===== src/rtl/slave_completion_matcher.sv =====
// Completion-side matcher for the slave bridge: looks up each completion by tag, updates or retires the record, emits one AXI response.
// Optional UNEXP_CPL_CNT_EN adds a saturating 8-bit counter of completions that hit an invalid entry.
module slave_completion_matcher #(
    parameter int TAG_W = 5,
    parameter int ID_W  = 4,
    parameter int BC_W  = 12,
    parameter int REC_W = 1 + ID_W + 2*BC_W
) (
    input  logic             clk,
    input  logic             ARESET,
    input  logic             cpl_valid,
    output logic             cpl_ready,
    input  logic [TAG_W-1:0] cpl_tag,
    input  logic [BC_W-1:0]  cpl_byte_cnt,
    input  logic [BC_W-1:0]  cpl_len,
    input  logic [2:0]       cpl_status,
    output logic [TAG_W-1:0] rec_rd_addr,
    input  logic [REC_W-1:0] rec_rd_data,
    output logic             rec_wr_en,
    output logic [TAG_W-1:0] rec_wr_addr,
    output logic [REC_W-1:0] rec_wr_data,
    output logic             rsp_valid,
    input  logic             rsp_ready,
    output logic [ID_W-1:0]  rsp_id,
    output logic [1:0]       rsp_resp,
    output logic             rsp_last,
    output logic             tag_free,
    output logic [TAG_W-1:0] tag_free_id,
    output logic             unexp_cpl
`ifdef UNEXP_CPL_CNT_EN
    ,
    output logic [7:0]       unexp_cnt
`endif
);

    typedef enum logic [1:0] {IDLE, LOOKUP, WRITE, RESP} state_t;

    state_t             state, state_nxt;
    logic [TAG_W-1:0]   tag_q;
    logic [BC_W-1:0]    bc_q, len_q;
    logic [2:0]         status_q;
    logic [REC_W-2:0]   rec_q;   // record without its valid bit (known set past LOOKUP)

    logic [ID_W-1:0]    rec_id;
    logic [BC_W-1:0]    rec_exp, rec_rcv;
    logic [BC_W:0]      sum;
    logic               err, last, rd_valid;

    assign rec_id   = rec_q[REC_W-2 -: ID_W];
    assign rec_exp  = rec_q[2*BC_W-1 -: BC_W];
    assign rec_rcv  = rec_q[BC_W-1:0];
    assign rd_valid = rec_rd_data[REC_W-1];

    // Record and descriptor registers stay stable from WRITE through RESP,
    // so err/last can stay combinational for the whole response phase.
    assign sum  = {1'b0, rec_rcv} + {1'b0, len_q};
    assign err  = (status_q != 3'b000) || (sum > {1'b0, rec_exp});
    assign last = err || (bc_q == len_q);

    always_ff @(posedge clk or posedge ARESET) begin
        if (ARESET) state <= IDLE;
        else        state <= state_nxt;
    end

    always_ff @(posedge clk or posedge ARESET) begin
        if (ARESET) begin
            tag_q    <= '0;
            bc_q     <= '0;
            len_q    <= '0;
            status_q <= '0;
            rec_q    <= '0;
        end else begin
            if (state == IDLE && cpl_valid) begin
                tag_q    <= cpl_tag;
                bc_q     <= cpl_byte_cnt;
                len_q    <= cpl_len;
                status_q <= cpl_status;
            end
            if (state == LOOKUP)
                rec_q <= rec_rd_data[REC_W-2:0];
        end
    end

    always_comb begin
        state_nxt = state;
        case (state)
            IDLE:    if (cpl_valid) state_nxt = LOOKUP;
            LOOKUP:  state_nxt = rd_valid ? WRITE : IDLE;
            WRITE:   state_nxt = RESP;
            RESP:    if (rsp_ready) state_nxt = IDLE;
            default: state_nxt = IDLE;
        endcase
    end

    // All outputs are gated by state so they read zero outside their phase.
    assign cpl_ready   = (state == IDLE);
    assign rec_rd_addr = (state == LOOKUP) ? tag_q : '0;
    assign unexp_cpl   = (state == LOOKUP) && !rd_valid;

    assign rec_wr_en   = (state == WRITE);
    assign rec_wr_addr = rec_wr_en ? tag_q : '0;
    assign rec_wr_data = rec_wr_en ? {~last, rec_id, rec_exp, sum[BC_W-1:0]} : '0;

    assign rsp_valid   = (state == RESP);
    assign rsp_id      = rsp_valid ? rec_id : '0;
    assign rsp_resp    = (rsp_valid && err) ? 2'b10 : 2'b00;
    assign rsp_last    = rsp_valid && last;

    assign tag_free    = rsp_valid && rsp_ready && last;
    assign tag_free_id = tag_free ? tag_q : '0;

`ifdef UNEXP_CPL_CNT_EN
    always_ff @(posedge clk or posedge ARESET) begin
        if (ARESET)
            unexp_cnt <= '0;
        else if (unexp_cpl && unexp_cnt != 8'hFF)
            unexp_cnt <= unexp_cnt + 8'd1;
    end
`endif

endmodule


===== config.mk =====
export PLATFORM = sky130hd
export DESIGN_NAME = slave_completion_matcher
export DESIGN_NICKNAME = d
export VERILOG_FILES = /design/src/rtl/slave_completion_matcher.sv
export SDC_FILE = /design/constraint.sdc
export NUM_CORES = 1
export LEC_CHECK = 0
export CORE_MARGIN = 4
export CORE_UTILIZATION = 50
export CTS_CLUSTER_SIZE = 10
export DETAILED_ROUTE_END_ITERATION = 6
export PLACE_DENSITY = 0.86
export SKIP_LAST_GASP = 1
export SLEW_MARGIN = 10
export SYNTH_ARGS = -nofsm -noshare
export SYNTH_HDL_FRONTEND = slang
export SYNTH_SLANG_ARGS = --single-unit

===== constraint.sdc =====
create_clock -name clk -period 9.8 [get_ports clk]
set_input_delay 0.98 -clock clk [delete_from_list [all_inputs] [get_ports clk]]
set_output_delay 0.98 -clock clk [all_outputs]
set_load 0.05 [all_outputs]

# After elaboration in Yosys (flattened, before gate mapping)

Cells that the tools add are included.

Logic and storage cells: 37
ROM bits: 0
Memories kept: 0
RAM bits: 0
Latch bits: 0
Flip-flop bits (word level): 62
Input port bits: 65

Reduce and logical (&&, ||, !) cells: 12
Multipliers: 0
Add/subtract/negate cells: 1
Shift operators: 0
Bitwise gates (word level): 1
Multiplexer cells: 10
Magnitude comparators: 1
Equal/unequal tests: 6
Divide/modulo/power cells: 0

Operator list:

| kind                 | number |
|---|---|
| $mux W29             | 1 |
| $mux W5              | 3 |
| $add A12 B12 Y13     | 1 |
| $gt A13 B12 Y1       | 1 |
| $eq A12 B12 Y1       | 1 |
| $mux W2              | 4 |
| $pmux W2 S4          | 1 |
| $logic_and A1 B1 Y1  | 6 |
| $eq A2 B2 Y1 const B | 2 |
| $mux W4              | 1 |
| $reduce_bool A3 Y1   | 1 |
| $eq A2 B1 Y1 const B | 1 |
| $logic_not A2 Y1     | 1 |
| $logic_or A1 B1 Y1   | 2 |
| $ne A2 B1 Y1 const B | 1 |
| $ne A2 B2 Y1 const B | 1 |
| $reduce_and A2 Y1    | 1 |
| $logic_not A1 Y1     | 1 |
| $not A1 Y1           | 1 |

# Depth between registers and ports, before layout

Word-level depth: 6
Gate-level depth with buffers: 14

# Worst setup path before layout

No wires, ideal clock.

Path type: reg2out
From: register len_q[0]
To: output rec_wr_data[28]
Data arrival time: 3.382 ns
Path slack: 5.438 ns
Path buffers: 0
Data required time: 8.820 ns
Cell stages (with the launch flop): 14
Cells stage by stage: dfrtp_1 > ha_1 > inv_1 > fa_1 > nor2b_1 > o31ai_1 > a211o_1 > a21boi_0 > nor2b_1 > ha_1 > nand3_1 > nand2_1 > o41ai_2 > and3_1

Longest elaborated chain between the ends: 6
Elaborated cells on any way between the ends: 7
Classes of those cells: add/sub: 1; order compare: 1; eq/ne: 1; mux: 1; bitwise: 1; reduce/logical: 2

Ends and longest elaborated chain:

| what                   | RTL line | text |
|---|---|---|
| start, declared        | 40       | `logic [BC_W-1:0] bc_q, len_q;` |
| start signal, assigned | 76       | `len_q <= cpl_len;` |
| $add A12 B12 Y13       | 56       | `assign sum = {1'b0, rec_rcv} + {1'b0, len_q};` |
| $gt A13 B12 Y1         | 57       | `assign err = (status_q != 3'b000) \|\| (sum > {1'b0, rec_exp});` |
| $logic_or A1 B1 Y1     | 57       |  |
| $logic_or A1 B1 Y1 *   | 58       | `assign last = err \|\| (bc_q == len_q);` |
| $not A1 Y1 *           | 102      | `assign rec_wr_data = rec_wr_en ? {~last, rec_id, rec_exp, sum[BC_W-1:0]} : '0;` |
| $mux W29 *             | 102      |  |
| end, declared          | 21       | `output logic [REC_W-1:0] rec_wr_data,` |

Mark *: on every way between the ends. The rest lies on a longest branch, timed or not.

# Worst setup path after layout

Ends and elaborated chain as after synthesis.

==> impl_summary.log <==
INFO  metric drt_drc_violations_left = 0
INFO  metric syn_area_per_cell = 10.3 um2
INFO  metric fmax = 0.176 GHz
INFO  metric routabilityCongestion = roughly 0.85
INFO  metric fp.dieH = 93.6 um
INFO  metric layout_min_cycle_time = around 5.7 ns
INFO  metric floorplan.die.width = 93.6 um
INFO  metric worst-endpoint-arrival = ~4.7 ns
INFO  metric worst-endpoint-required = a little under 9 ns
INFO  metric clkSlewWorstSetupHoldPaths = 0.07 ns
INFO  metric top_reg_cell_synth = dfrtp_1
INFO  metric detailed_place.area = 4940 um2
INFO  metric synth_edf_count = 0
INFO  metric seq_area = approximately 1600 um2
INFO  metric via_count_of_the_first_global_routing_pass = around 3000
INFO  metric rsz0062_at_grt = false
INFO  metric detail_route.vias_per_cell = between 5 and 6
INFO  metric r2r_slack = roughly 8 ns
INFO  metric critical_path.reg2reg.endpoint = rec_q[4]$_DFFE_PP0N_
INFO  metric postLayoutCellArea = roughly 5100 um2
INFO  metric worst_slew_pin_slew = 0.791 ns
INFO  metric clkLatencyLatePin = 0.34 ns
INFO  metric numPortBuffers = around 120
INFO  metric maximum_number_of_pins_on_one_net_before_global_route_repair = between 60 and 70
INFO  metric worstPathMaxFanout = 9
INFO  metric cts_buffers = 9
INFO  metric synth_top_cells_by_area = dfrtp_1 (42%), mux2_2 (15%), ha_1 (8.2%), and2_1 (3.8%), xnor2_1 (3.6%)
INFO  metric worstSetupEndpointType = primary output
INFO  metric most_common_cell_after_layout_fill_and_taps_aside = clkdlybuf4s50_1
INFO  metric drtPass1Iterations = 4
INFO  metric multi_input_comb_area = between 1500 and 2000 um2
INFO  metric cp-start-kind = flop
INFO  metric min_path_type = reg -> reg
INFO  metric yosys.cell_types.count = 44
INFO  metric capturing_element_of_the_worst_setup_path = rec_wr_data[28]
INFO  metric final_cell_mix = clkdlybuf4s50_1 (119), dfrtp_1 (62), mux2_2 (48), ha_1 (24), nand2_1 (23)
INFO  metric fp.dieArea = between 8000 and 9000 um2
INFO  metric synth_cells = ~360
INFO  metric post_route_clock_period_utilization = 0.580
INFO  metric number_of_warnings_reported_in_the_yosys_synthesis_log = 0
INFO  metric drt_wl_total = about 9000 um
INFO  metric grt_first_pass_wirelength = between 10000 and 15000 um
INFO  metric avgRoutedWirePerCell = between 15 and 20 um
INFO  metric core-area = 6940 um2
INFO  metric io_pins = approximately 120
INFO  metric clk_path_buf_depth = 2
INFO  metric antenna-diode-count = 0
INFO  metric htree_num_levels = 3
INFO  metric grt_overflow_total = 0
INFO  metric postLayoutCoreUtil = 0.739
INFO  metric ant_nets = 0
INFO  metric final_layout_size_suffix_gt1_frac = 0.163
INFO  metric status = finished, final reports clean
INFO  metric tritoncts = yes
INFO  metric initial_core_util = 0.528
INFO  metric drtIter0Drc = around 210
INFO  metric timing.setup.tns = 0 ns
INFO  metric cts_setup_buffers = 0
INFO  metric setup_violations = 0
INFO  metric fin_worst_skew = 0.00561 ns
INFO  metric setup.worst_path.start = len_q[0]$_DFFE_PP0P_
INFO  metric cts_resized = 0
INFO  metric slew_viol_final = 0
INFO  metric clock-sinks = 62
INFO  metric nets = 564
INFO  metric post-dp-hpwl = between 7000 and 8000 um
INFO  metric r2r_cells = 3
INFO  metric post_synth_instance_area = around 3700 um2
INFO  metric num_vias = between 2000 and 3000
INFO  metric max_cap_violations = 0
INFO  metric max_slew_margin = 0.467
INFO  metric synth_seq_area_share = 0.423
INFO  metric yosysTopAreaCellShare = 0.423
INFO  metric synthesis.nets = between 400 and 500
INFO  metric hold_viol = 0
INFO  metric hold_buf_cts = 0
INFO  metric clockRootBuffer = clkbuf_8
INFO  metric fp-row-count = 30
INFO  metric cell_type_with_the_highest_aggregate_area_in_the_netlist = dfrtp_1
INFO  metric groute.usage.overall = 0.214
INFO  metric r2r_start = state[0]$_DFFE_PP0P_
INFO  metric worst-setup-path-type = reg -> out
INFO  metric syn2layout_area_growth = 40.0%
INFO  metric fillers = 506
INFO  metric ys_async_sr_fraction = 1.00
INFO  metric antenna_found_initial = 0
INFO  metric synth-seq-cells = just over 60
cells in the mapped netlist, drive strengths merged, types with 2 or more instances:
master and number:
nor3 4, o21a 3, or4 2, dfrtp 62, nand4 4, o21bai 3, nor3b 2, o31ai 2
a21oi 22, xnor2 15, o21ai 21, and2 22, nand3 9, a31oi 2, xor2 4, ha 24
mux2 48, a211oi 3, clkbuf 8, nand2 23, a211o 2, a21o 2, inv 20, nor2 19
buf 8, and3 5, a21boi 2, nor2b 6
critical path: stages (launching register included):
cell and delay [ns]:
dfrtp_1 0.40, ha_1 0.21, inv_1 0.06, fa_1 0.39, nor2b_1 0.21, o31ai_1 0.15, a211o_1 0.30, a21boi_0 0.27
nor2b_1 0.09, ha_1 0.29, nand3_1 0.08, nand2_1 0.07, o41ai_2 0.75, and3_1 0.27, clkdlybuf4s50_1 0.80
kinds of logic (layout without fill, tap and decap cells):
kind of cell | after synthesis | in the layout | share of synthesized area
simple gates | 100 | 100 | 0.141
compound gates | 65 | 65 | 0.114
flops | 62 | 62 | 0.423
mux | 48 | 48 | 0.147
buf+inv | 37 | 159 | 0.0409
fa+ha+maj | 25 | 25 | 0.0873
xor+xnor | 19 | 19 | 0.0454
other cells | 1 | 1 | 0.00102
stage by stage:
| stage | setup slack [ns] | std cells | hold slack [ns] |
|---|---|---|---|
| 3_5_place_dp | 4.52 | 559 | 0.501 |
| 4_1_cts | 4.13 | 575 | 0.516 |
| 5_1_grt | 3.80 | 575 | 0.533 |
| 3_3_place_gp | 4.70 | 559 | 0.493 |
| 2_1_floorplan | 5.44 | 357 | 0.482 |
| 6_report | 4.12 | 575 | 0.514 |
final cells by class:
cell class                      instances  area share
Multi-Input combinational cell        258       0.384
Sequential cell                        62       0.302
Timing Repair Buffer                  122       0.236
Clock buffer                           12      0.0322
Tap cell                               96      0.0234
Inverter                               21      0.0154
Clock inverter                          4     0.00585
sequential cells by signal, summed over array words and instances, names as in the netlist, named ones only:
signal	count
rec_q	28
bc_q	12
len_q	12
tag_q	5
status_q	3
state	1
routing by layer:
metal	share of wire	GRT usage	vias up
met4	0.018	0.0758	0
met1	0.44	0.281	1394
li1	-	-	1472
met2	0.48	0.342	101
met5	0	0	-
met3	0.062	0.0579	18
worst min path at each step:
stage / slack (ns) / cells after the start / startpoint / to
floorplan: 0.48 / 1 / status_q[0]$_DFFE_PP0P_ / status_q[0]$_DFFE_PP0P_
global placement: 0.49 / 1 / status_q[0]$_DFFE_PP0P_ / status_q[0]$_DFFE_PP0P_
detailed placement: 0.50 / 1 / rec_q[3]$_DFFE_PP0N_ / rec_q[3]$_DFFE_PP0N_
CTS: 0.52 / 1 / rec_q[3]$_DFFE_PP0N_ / rec_q[3]$_DFFE_PP0N_
global route: 0.53 / 1 / status_q[1]$_DFFE_PP0P_ / status_q[1]$_DFFE_PP0P_
finish: 0.51 / 1 / rec_q[3]$_DFFE_PP0N_ / rec_q[3]$_DFFE_PP0N_
Power is left out: the tool's default activity adds up to more than one toggle a clock period on the data nets, which glitch-free logic cannot reach.
